===== config.mk =====
export PLATFORM = sky130hd
export DESIGN_NAME = uart_rx
export DESIGN_NICKNAME = d
export VERILOG_FILES = /design/src/rtl/uart_pkg.sv /design/src/rtl/uart_sync.sv /design/src/rtl/uart_rx.sv
export SDC_FILE = /design/constraint.sdc
export NUM_CORES = 1
export LEC_CHECK = 0
export ABC_AREA = 1
export BUFFER_PORTS_ARGS = -buffer_cell sky130_fd_sc_hd__buf_2
export CORE_MARGIN = 2
export CORE_UTILIZATION = 50
export DETAILED_ROUTE_END_ITERATION = 12
export PLACE_DENSITY = 0.68
export SKIP_LAST_GASP = 1
export SLEW_MARGIN = 5
export SYNTH_ARGS = -nofsm -noshare
export SYNTH_HDL_FRONTEND = slang
export SYNTH_SLANG_ARGS = --single-unit

===== constraint.sdc =====
create_clock -name clk -period 2.9 [get_ports clk]
set_input_delay 0.58 -clock clk [delete_from_list [all_inputs] [get_ports clk]]
set_output_delay 0.58 -clock clk [all_outputs]
set_load 0.02 [all_outputs]

===== src/rtl/uart_pkg.sv =====
// Shared UART definitions used by both the transmitter and the receiver.
package uart_pkg;

  localparam int DATA_BITS            = 8;
  localparam int CLKS_PER_BIT_DEFAULT = 16;

  typedef enum logic [1:0] {
    IDLE  = 2'd0,
    START = 2'd1,
    DATA  = 2'd2,
    STOP  = 2'd3
  } uart_state_t;

endpackage


===== src/rtl/uart_sync.sv =====
// Two-flop synchronizer for the asynchronous serial line; presets to the idle level.
module uart_sync (
  input  logic clk,
  input  logic rst,
  input  logic d,
  output logic q
);

  logic [1:0] sync_reg;

  always_ff @(posedge clk) begin
    if (rst) begin
      sync_reg <= 2'b11;
    end else begin
      sync_reg <= {sync_reg[0], d};
    end
  end

  assign q = sync_reg[1];

endmodule


===== src/rtl/uart_rx.sv =====
// UART receiver: 8N1 framing, start bit validated at its centre, data sampled at bit centres.
module uart_rx
  import uart_pkg::*;
#(
  parameter int CLKS_PER_BIT = CLKS_PER_BIT_DEFAULT
) (
  input  logic       clk,
  input  logic       rst,
  input  logic       rx,
  output logic [7:0] data_out,
  output logic       data_valid,
  output logic       frame_err,
  output logic       busy
);

  localparam int CNT_W = $clog2(CLKS_PER_BIT);
  localparam int IDX_W = $clog2(DATA_BITS);
  localparam logic [CNT_W-1:0] CNT_HALF = CNT_W'(CLKS_PER_BIT / 2 - 1);
  localparam logic [CNT_W-1:0] CNT_LAST = CNT_W'(CLKS_PER_BIT - 1);
  localparam logic [IDX_W-1:0] IDX_LAST = IDX_W'(DATA_BITS - 1);

  logic                 rx_s;
  logic                 rx_prev_reg;
  uart_state_t          state_reg, state_next;
  logic [CNT_W-1:0]     cnt_reg, cnt_next;
  logic [IDX_W-1:0]     idx_reg, idx_next;
  logic [DATA_BITS-1:0] shift_reg, shift_next;
  logic [DATA_BITS-1:0] data_out_reg, data_out_next;
  logic                 valid_reg, valid_next;
  logic                 err_reg, err_next;
  logic                 sample_data;

  uart_sync u_sync (
    .clk (clk),
    .rst (rst),
    .d   (rx),
    .q   (rx_s)
  );

  always_ff @(posedge clk) begin
    if (rst) begin
      state_reg    <= IDLE;
      cnt_reg      <= '0;
      idx_reg      <= '0;
      shift_reg    <= '0;
      data_out_reg <= '0;
      valid_reg    <= 1'b0;
      err_reg      <= 1'b0;
      rx_prev_reg  <= 1'b1;
    end else begin
      state_reg    <= state_next;
      cnt_reg      <= cnt_next;
      idx_reg      <= idx_next;
      shift_reg    <= shift_next;
      data_out_reg <= data_out_next;
      valid_reg    <= valid_next;
      err_reg      <= err_next;
      rx_prev_reg  <= rx_s;
    end
  end

  assign sample_data = (state_reg == DATA) && (cnt_reg == CNT_LAST);

  // Each shift-register bit loads only when its index is the one being sampled.
  generate
    for (genvar gi = 0; gi < DATA_BITS; gi++) begin : g_shift
      assign shift_next[gi] = (sample_data && (idx_reg == IDX_W'(gi))) ? rx_s : shift_reg[gi];
    end
  endgenerate

  always_comb begin
    state_next    = state_reg;
    cnt_next      = cnt_reg + CNT_W'(1);
    idx_next      = idx_reg;
    data_out_next = data_out_reg;
    valid_next    = 1'b0;
    err_next      = 1'b0;
    case (state_reg)
      IDLE: begin
        cnt_next = '0;
        // Edge rather than level, so a line stuck low cannot start a new frame.
        if (rx_prev_reg && !rx_s) begin
          state_next = START;
        end
      end
      START: begin
        if (cnt_reg == CNT_HALF) begin
          cnt_next   = '0;
          idx_next   = '0;
          state_next = rx_s ? IDLE : DATA;
        end
      end
      DATA: begin
        if (cnt_reg == CNT_LAST) begin
          cnt_next = '0;
          if (idx_reg == IDX_LAST) begin
            state_next = STOP;
          end else begin
            idx_next = idx_reg + IDX_W'(1);
          end
        end
      end
      STOP: begin
        if (cnt_reg == CNT_LAST) begin
          cnt_next   = '0;
          state_next = IDLE;
          if (rx_s) begin
            valid_next    = 1'b1;
            data_out_next = shift_reg;
          end else begin
            err_next = 1'b1;
          end
        end
      end
      default: begin
        state_next = IDLE;
        cnt_next   = '0;
      end
    endcase
  end

  always_comb begin
    busy       = (state_reg != IDLE);
    data_out   = data_out_reg;
    data_valid = valid_reg;
    frame_err  = err_reg;
  end

endmodule


==> impl_metrics.tcl, run 1 <==
set metrics [dict create \
    area_growth_pct 10.1 \
    dieArea_mm2 0.00312 \
    drive_gt1_share_pct 13.9 \
    p_per_area_mw_per_mm2 548 \
    insertion_delay_ps 320 \
    slowest_delay_ps 370 \
    clock_skew_ps 11.4 \
    crit_type "reg2out" \
    status "complete, no violations" \
    drv_cap 0 \
    vdd.ir_drop.worst_mv 0.313 \
    worstSetupStartpointType "register" \
    grt-ovfl-total 0 \
    synth_area_per_cell_um2 7.54 \
    numPortBuffers 13 \
    yosys.area_share.simple_pct 34.4 \
    path_clk_slew_ps 100 \
    ys_types 22 \
    dp_slack_ps 1280 \
    core-area_mm2 0.00250 \
    dp_cells 216 \
    cts_buffers 5 \
    die_height_um 55.8 \
    syn-num-nets 188 \
    final_common_cell "nand2_1" \
    clockBufferDepth 2 \
    synth_mux_area_share_pct 0 \
    pin_count 14 \
    drtIter0Drc 26 \
    first_pass_iters 4 \
    post_cts_buffers 0 \
    cts_max_level 2 \
    slew_headroom_pct 54.6 \
    rsz0062_at_grt "no" \
    worst_pin_slew_ps 681 \
    final_cell_mix "nand2_1, dfxtp_1, nand3_1" \
    cts_resized 0 \
    worst_setup_path_end_kind "output port" \
    worstPathRequired_ps 2320 \
    drc 0 \
    die_w_um 55.8 \
    synth_top_family_by_area "simple AND/OR/NAND/NOR gates" \
    ys_ff_latch 30 \
    fin_crit_sh_pct 60.2 \
    setup_tns_ps 0 \
    root_buffer "clkbuf_4" \
    ctsHoldBuffers 0 \
    fillerInstances 230 \
    ys_warn_count 0 \
    wl_um 2400 \
    final_nets 203 \
    syn-cell-area_mm2 0.00134 \
    fmax_mhz 573 \
    min_period_ps 1750 \
    vias 1156 \
    syn_inst 178 \
    grt_util_all_layers_pct 17.7 \
    num_rows 18 \
    antenna_cells 0 \
    clock_sinks 30 \
    finalHoldViolations 0 \
    grt_start_max_net_pins 25 \
    cts_tree "built" \
    setup_viol 0 \
    antenna_found_initial 0 \
    cp_slowest_cell "dfxtp_1" \
    place_congestion 0.912 \
    worstPathArrival_ps 1170 \
    crit_fanout 6 \
    slew_violations 0 \
    start_util_pct 53.7 \
    synth-xor-area-share_pct 1.30 \
    yosys.area_share.adder_pct 6.52 \
    fin_ws_ps 1150 \
    p_leak_nw 0.630 \
    grt_pass1_vias 1021 \
    grt_first_pass_wirelength_um 4390 \
    hp-class "reg2reg" \
    wire_per_inst_um 10.7 \
    path_cells "nor2_1 -> inv_1 -> buf_2" \
    synth_seq_area_share_pct 44.7 \
    drt.antenna.violating_nets 0 \
    instances_no_fill 224 \
    hpwl_um 1730 \
    vias_per_cell 5.16 \
    synth-compound-area-share_pct 5.96 \
]
-- per-layer routing --
| metal | wire (um) | vias to the layer above | global-route usage [%] |
|---|---|---|---|
| met1 | 1190 | 522 | 23.5 |
| met3 | 103 | 7 | 6.28 |
| met4 | 46 | 0 | 8.50 |
| met5 | 0 | - | 0 |
| li1 | - | 611 | - |
| met2 | 1050 | 16 | 25.3 |
-- kinds of logic (layout without fill, tap and decap cells) --
family | Yosys count | in the layout
xor+xnor | 2 | 2
fa+ha+maj | 7 | 7
flops | 30 | 30
simple gates | 100 | 100
buf+inv | 23 | 39
compound gates | 16 | 16
-- through the flow --
step	utilization [%]	total power, mW	instance area (um^2)	hold slack (ps)
4_1_cts	59.1	0.818	1480	419
5_1_grt	59.1	0.865	1480	447
3_3_place_gp	56.7	0.564	1420	398
3_5_place_dp	56.7	0.567	1420	394
2_1_floorplan	-	0.540	1340	389
6_report	59.1	0.810	1480	416
-- report_power, final --
group          switching (mW)  internal, mW
sequential             0.0184         0.425
clock                   0.135         0.117
combinational          0.0783        0.0362
total                   0.231         0.579
-- layout make-up --
type	count	area, um^2	area share, %
Tap cell	30	37.5	2.54
Clock buffer	7	55.1	3.73
Sequential cell	30	601	40.6
Inverter	18	67.6	4.57
Clock inverter	1	5.00	0.339
Multi-Input combinational cell	125	647	43.8
Timing Repair Buffer	13	65.1	4.40
-- final timing paths --
path / to / depth (start not counted) / from / slack, ps
worst min-delay path: u_sync.sync_reg[1] / 1 / u_sync.sync_reg[0] / 420
worst min register to register: u_sync.sync_reg[1] / 1 / u_sync.sync_reg[0] / 420
worst max-delay path: busy / 3 / state_reg[0] / 1150
worst max register to register: idx_reg[2] / 6 / idx_reg[2] / 1250
-- cells in the mapped netlist --
| master | n | area share [%] |
|---|---|---|
| buf_6 | 1 | 0.84 |
| buf_2 | 1 | 0.37 |
| nor3_1 | 2 | 0.75 |
| nor3b_1 | 1 | 0.56 |
| nor2_4 | 1 | 0.84 |
| nor2_1 | 16 | 4.5 |
| nand3_1 | 22 | 8.2 |
| a21oi_1 | 16 | 6.0 |
| xnor2_1 | 1 | 0.65 |
| nand4_1 | 6 | 2.8 |
| inv_1 | 17 | 4.8 |
| clkinv_1 | 1 | 0.28 |
| clkbuf_1 | 3 | 0.84 |
| nand3b_1 | 1 | 0.56 |
| ha_1 | 7 | 6.5 |
| nand2_2 | 1 | 0.47 |
| nand3_4 | 1 | 1.3 |
| or2_2 | 3 | 1.4 |
| dfxtp_1 | 30 | 45 |
| xor2_1 | 1 | 0.65 |
| nand2_1 | 45 | 13 |
| nor2_2 | 1 | 0.47 |
-- worst max-delay path, delay by kind of cell, from the launching register on --
kind,cells,cell delay (ps)
simple gates,1,230
flops,1,370
buf+inv,2,250
No activity file was read; power rests on OpenSTA's default activity.
==> run 2, diff against run 1 <==
--- a/config.mk
+++ b/config.mk
@@ -5,12 +5,12 @@
 export SDC_FILE = /design/constraint.sdc
 export NUM_CORES = 1
 export LEC_CHECK = 0
-export ABC_AREA = 1
+export ABC_AREA = 0
 export BUFFER_PORTS_ARGS = -buffer_cell sky130_fd_sc_hd__buf_2
 export CORE_MARGIN = 2
 export CORE_UTILIZATION = 50
 export DETAILED_ROUTE_END_ITERATION = 12
-export PLACE_DENSITY = 0.68
+export PLACE_DENSITY = 0.71
 export SKIP_LAST_GASP = 1
 export SLEW_MARGIN = 5
 export SYNTH_ARGS = -nofsm -noshare
==> constraint.sdc (replaced) <==
create_clock -name clk -period 1.5 [get_ports clk]
set_input_delay 0.3 -clock clk [delete_from_list [all_inputs] [get_ports clk]]
set_output_delay 0.3 -clock clk [all_outputs]
set_load 0.02 [all_outputs]
==> impl_metrics.tcl, run 2 <==
set metrics [dict create \
    status "finished, violations left" \
    violations "setup timing" \
    clock_sinks 30 \
    antenna_cells 0 \
    clockBufferDepth 2 \
    vias 1042 \
    slew_headroom_pct 65.8 \
    worst_setup_path_end_kind "output port" \
    crit_buf_inv 3 \
    die_height_um 57.2 \
    pin_count 14 \
    r2r_setup_slack_ps 10 \
    synth_seq_area_share_pct 42.4 \
    grt-ovfl-total 0 \
    dp_cells 189 \
    antenna_found_initial 0 \
    fillerInstances 232 \
    hp-class "in2reg" \
    crit_type "reg2out" \
    cts_max_level 2 \
    grt_util_all_layers_pct 18.5 \
    path_clk_slew_ps 100 \
    clock_skew_ps 12.7 \
    vdd.ir_drop.worst_mv 0.607 \
    cp_slowest_cell "dfxtp_1" \
    fin_ws_ps -6.62 \
    yosys-top-cells-area "dfxtp_1, mux2i_1, nand2b_1, ha_1, nor3_1" \
    fmax_mhz 664 \
    worst_pin_slew_ps 514 \
    drt.antenna.violating_nets 0 \
    drc 0 \
    slew_violations 0 \
    final_util_pct 62.3 \
    synthArstFlopShare_pct 0 \
    cts_tree "built" \
    first_pass_iters 4 \
    grt_start_max_net_pins 36 \
    final_cell_mix "dfxtp_1, nand2b_1, mux2i_1" \
    root_buffer "clkbuf_4" \
    ys_ff_latch 30 \
    die_w_um 57.2 \
    p_per_area_mw_per_mm2 796 \
    sw_frac_of_total_pct 22.5 \
    wire_per_inst_um 13.9 \
    rr_worst_depth 5 \
    final_nets 176 \
    hp-start "rx" \
    vias_per_cell 5.26 \
    final_common_cell "dfxtp_1" \
    setup_viol 1 \
    r2r-start "cnt_reg[0]" \
    min_period_ps 1510 \
    drtIter0Drc 24 \
    synth_area_per_cell_um2 9.90 \
    p_leak_nw 0.629 \
    worstPathRequired_ps 1200 \
    power.total_mw 1.36 \
    share_clk_of_total_power_pct 36.5 \
    dieArea_mm2 0.00327 \
    syn_inst 143 \
    power.switching_mw 0.305 \
    synth_top_cell_area_share_pct 42.4 \
    ys_types 35 \
    wl_um 2750 \
    grt_pass1_vias 1043 \
    worstPathArrival_ps 1210 \
    fin_crit_sh_pct 100 \
    seqPwrFrac_pct 59.3 \
    start_util_pct 51.8 \
    intPower_mw 1.05 \
    insertion_delay_ps 330 \
    instances_no_fill 198 \
    grt_first_pass_wirelength_um 4530 \
    ys.flop_type "dfxtp_1" \
    syn-cell-area_mm2 0.00142 \
    hold_depth 2 \
    drive_gt1_share_pct 29.3 \
    area_growth_pct 20.2 \
    hold-path-endpoint "u_sync.sync_reg[0]" \
    cts_buffers 5 \
    syn-num-nets 153 \
    power_frac_comb_pct 4.1 \
    crit_family "flip-flops" \
    worstSetupStartpointType "register" \
    core-area_mm2 0.00273 \
    hpwl_um 1960 \
    finalHoldViolations 0 \
    place_congestion 0.783 \
    numPortBuffers 13 \
    crit_fanout 6 \
    synth-edff-count 0 \
    synthMostInstantiatedCell "dfxtp_1" \
    yosysTopAreaCell "dfxtp_1" \
    ys_top_cells_by_count "dfxtp_1, nand2b_1, mux2i_1" \
    num_rows 19 \
    path_cells "buf_4 -> nor2_4 -> inv_1 -> buf_2" \
    drv_cap 0 \
    rr_endpoint "shift_reg[6]" \
    rsz0062_at_grt "yes" \
    ys_warn_count 0 \
    slowest_delay_ps 430 \
]
==> run 2: cell types whose count changed in the layout (fill, tap and decap cells not counted), moves of 9 or more <==
cell      before  now
inv_1         17    7
buf_4          0    9
nand2_1       45    6
nor2_1        16    4
nand3_1       22    4
a21oi_1       16    2
mux2i_1        0   16
nand2b_1       0   20
==> run 2: layout make-up <==
cell class | count | area, um^2 | area share, %
Multi-Input combinational cell | 98 | 817 | 48.0
Sequential cell | 30 | 606 | 35.6
Timing Repair Buffer | 24 | 155 | 9.11
Clock buffer | 7 | 55.1 | 3.23
Tap cell | 31 | 38.8 | 2.28
Inverter | 7 | 26.3 | 1.54
Clock inverter | 1 | 5.00 | 0.294
==> run 2: logic make-up (layout without fill, tap and decap cells) <==
group	after synthesis	in the layout	synth area share [%]
and+or+nand+nor	61	61	26.9
DFF	30	30	42.4
muxes	17	17	12.4
buffers and inverters	15	39	4.77
AOI/OAI and AO/OA	10	10	5.48
adders and majority gates	7	7	6.18
xor gates and xnor gates	3	3	1.86
==> run 2: per-layer routing <==
layer | GRT usage, % | part of all wire (%)
met5 | 0 | 0
met4 | 7.97 | 1.5
met1 | 21.1 | 44
met2 | 31.2 | 51
met3 | 6.80 | 4.0
==> run 2: how the worst max path moves through the flow <==
stage,from,to,slack [ps],cells after the start
floorplan,idx_reg[0],idx_reg[2],9,5
CTS,state_reg[0],busy,-20,4
detailed placement,idx_reg[1],idx_reg[2],-7,5
global route,register,busy,-100,4
global placement,idx_reg[1],idx_reg[2],30,5
finish,register,busy,-7,4
==> run 2: power groups by stage <==
stage | Sequential (mW) | Combinational, mW | Clock, mW
2_1_floorplan | 0.824 | 0.0384 | 0
3_3_place_gp | 0.824 | 0.0512 | 0
3_5_place_dp | 0.824 | 0.0521 | 0
4_1_cts | 0.806 | 0.0545 | 0.512
5_1_grt | 0.805 | 0.0605 | 0.567
6_report | 0.804 | 0.0558 | 0.495
==> run 2: stage by stage <==
step                hold slack (ps)  area, um^2  TNS, ps  setup WS, ps
global route                    124        1700     -318         -99.1
detailed placement              394        1600    -6.78         -6.78
finish                          158        1700    -6.62         -6.62
CTS                             147        1680    -31.3         -18.5
floorplan                       389        1460        0          8.54
global placement                396        1600        0          32.4
==> run 2: what timing repair did <==
item,CTS,global route
buffers inserted,0,1
endpoints found under the hold margin,0,0
hold buffers,0,0
pin swaps,1,4
endpoints found under the setup margin,5,13
resized for setup,4,5
==> run 3, diff against run 2 <==
--- a/config.mk
+++ b/config.mk
@@ -11,7 +11,6 @@
 export CORE_UTILIZATION = 50
 export DETAILED_ROUTE_END_ITERATION = 12
 export PLACE_DENSITY = 0.71
-export SKIP_LAST_GASP = 1
 export SLEW_MARGIN = 5
 export SYNTH_ARGS = -nofsm -noshare
 export SYNTH_HDL_FRONTEND = slang
==> impl_metrics.tcl, run 3 (same netlist as run 2, synthesis figures left out) <==
set metrics [dict create \
    status "complete, no violations" \
    root_buffer "clkbuf_4" \
    antenna_cells 0 \
    vias_per_cell 5.29 \
    hpwl_um 1960 \
    startpoint "idx_reg[1]" \
    dp_slack_ps -6.78 \
    vdd.ir_drop.worst_mv 0.632 \
    rsz0062_at_grt "yes" \
    grt_pass1_vias 1041 \
    place_congestion 0.783 \
    worst_setup_path_end_kind "register" \
    final_nets 180 \
    drc 0 \
    path_clk_slew_ps 90 \
    r2r-start "idx_reg[1]" \
    num_rows 19 \
    crit_type "reg2reg" \
    fin_crit_sh_pct 98.5 \
    endpoint "idx_reg[2]" \
    regArea_um2 611 \
    drv_cap 0 \
    cts_max_level 2 \
    rr_endpoint "idx_reg[2]" \
    hold_depth 2 \
    min_period_ps 1480 \
    worst_pin_slew_ps 501 \
    crit_buf_inv 0 \
    fillerInstances 220 \
    worstPathRequired_ps 1710 \
    wl_um 2800 \
    wire_per_inst_um 13.9 \
    cts_tree "built" \
    dieArea_mm2 0.00327 \
    insertion_delay_ps 330 \
    start_util_pct 51.8 \
    dp_cells 189 \
    clock_sinks 30 \
    antenna_found_initial 0 \
    p_leak_nw 0.649 \
    vias 1068 \
    slowest_delay_ps 360 \
    worstSetupStartpointType "register" \
    drtIter0Drc 23 \
    final_util_pct 64.5 \
    cts_buffers 5 \
    pin_count 14 \
    area_growth_pct 24.6 \
    fmax_mhz 677 \
    worstPathArrival_ps 1690 \
    setup_viol 0 \
    final_common_cell "dfxtp_1" \
    first_pass_iters 4 \
    clockBufferDepth 2 \
    drt.antenna.violating_nets 0 \
    setup_tns_ps 0 \
    core-area_mm2 0.00273 \
    fin_ws_ps 23.0 \
    cp_slowest_cell "dfxtp_4" \
    hp-class "in2reg" \
    instances_no_fill 202 \
    r2r_setup_slack_ps 20 \
    crit_fanout 4 \
    die_w_um 57.2 \
    rr_worst_depth 5 \
    multiInputGateArea_um2 833 \
    drive_gt1_share_pct 34.5 \
    final_cell_mix "dfxtp_1, nand2b_1, mux2i_1" \
    finalHoldViolations 0 \
    path_depth 5 \
    p_per_area_mw_per_mm2 772 \
    path_cells "ha_4 -> ha_4 -> nand4bb_4 -> a21oi_4 -> mux2_4" \
    grt_first_pass_wirelength_um 4530 \
    grt_util_all_layers_pct 18.5 \
    slew_violations 0 \
    clock_skew_ps 14.0 \
    crit_top_cell "ha_4" \
    slew_headroom_pct 66.6 \
    grt_start_max_net_pins 36 \
    grt-ovfl-total 0 \
    die_height_um 57.2 \
    numPortBuffers 13 \
    crit_family "flip-flops" \
]
==> run 3: cell types whose count changed in the layout (fill, tap and decap cells not counted), sizes merged <==
cell,change
buf,+4
==> run 3: worst min-delay path by stage <==
stage | startpoint | end
2_1_floorplan | u_sync.sync_reg[0] | u_sync.sync_reg[1]
3_3_place_gp | u_sync.sync_reg[0] | u_sync.sync_reg[1]
3_5_place_dp | u_sync.sync_reg[0] | u_sync.sync_reg[1]
4_1_cts | rx | u_sync.sync_reg[0]
5_1_grt | rx | u_sync.sync_reg[0]
6_report | rx | u_sync.sync_reg[0]
==> run 3: cell type report <==
cell class | instances | share of cell area, %
flip-flops and latches | 30 | 34.6
multi-input cells | 98 | 47.2
clock buffers | 7 | 3.12
well taps | 31 | 2.20
clock inverters | 1 | 0.284
repair buffers | 28 | 11.1
inverters | 7 | 1.49
==> run 3: timing repair <==
| item | 4_1_cts | 5_1_grt |
|---|---|---|
| cloned | 0 | 0 |
| hold buffers | 0 | 0 |
| resized for setup | 7 | 12 |
| setup endpoints to repair | 5 | 13 |
| buffers inserted | 0 | 5 |
| pin swaps | 1 | 6 |
==> run 3: report_power, final <==
group	total, mW	internal [mW]	switching [mW]
Sequential	0.803	0.798	0.00451
Combinational	0.0626	0.0288	0.0338
Clock	0.496	0.227	0.269
Total	1.36	1.05	0.308
==> run 3: metal layers <==
layer,vias up,share of wire [%],wire length (um),global-route usage (%)
li1,540,-,-,-
met1,506,43,1210,21.1
met2,17,51,1430,31.2
met3,5,4.2,119,6.80
met4,0,1.5,43,7.97
met5,-,0,0,0
==> run 3: stage by stage <==
stage	power [mW]	area, um^2	hold WS, ps
global placement	0.875	1600	396
CTS	1.37	1690	147
global route	1.44	1760	124
finish	1.36	1760	155
detailed placement	0.876	1600	394
floorplan	0.862	1460	389
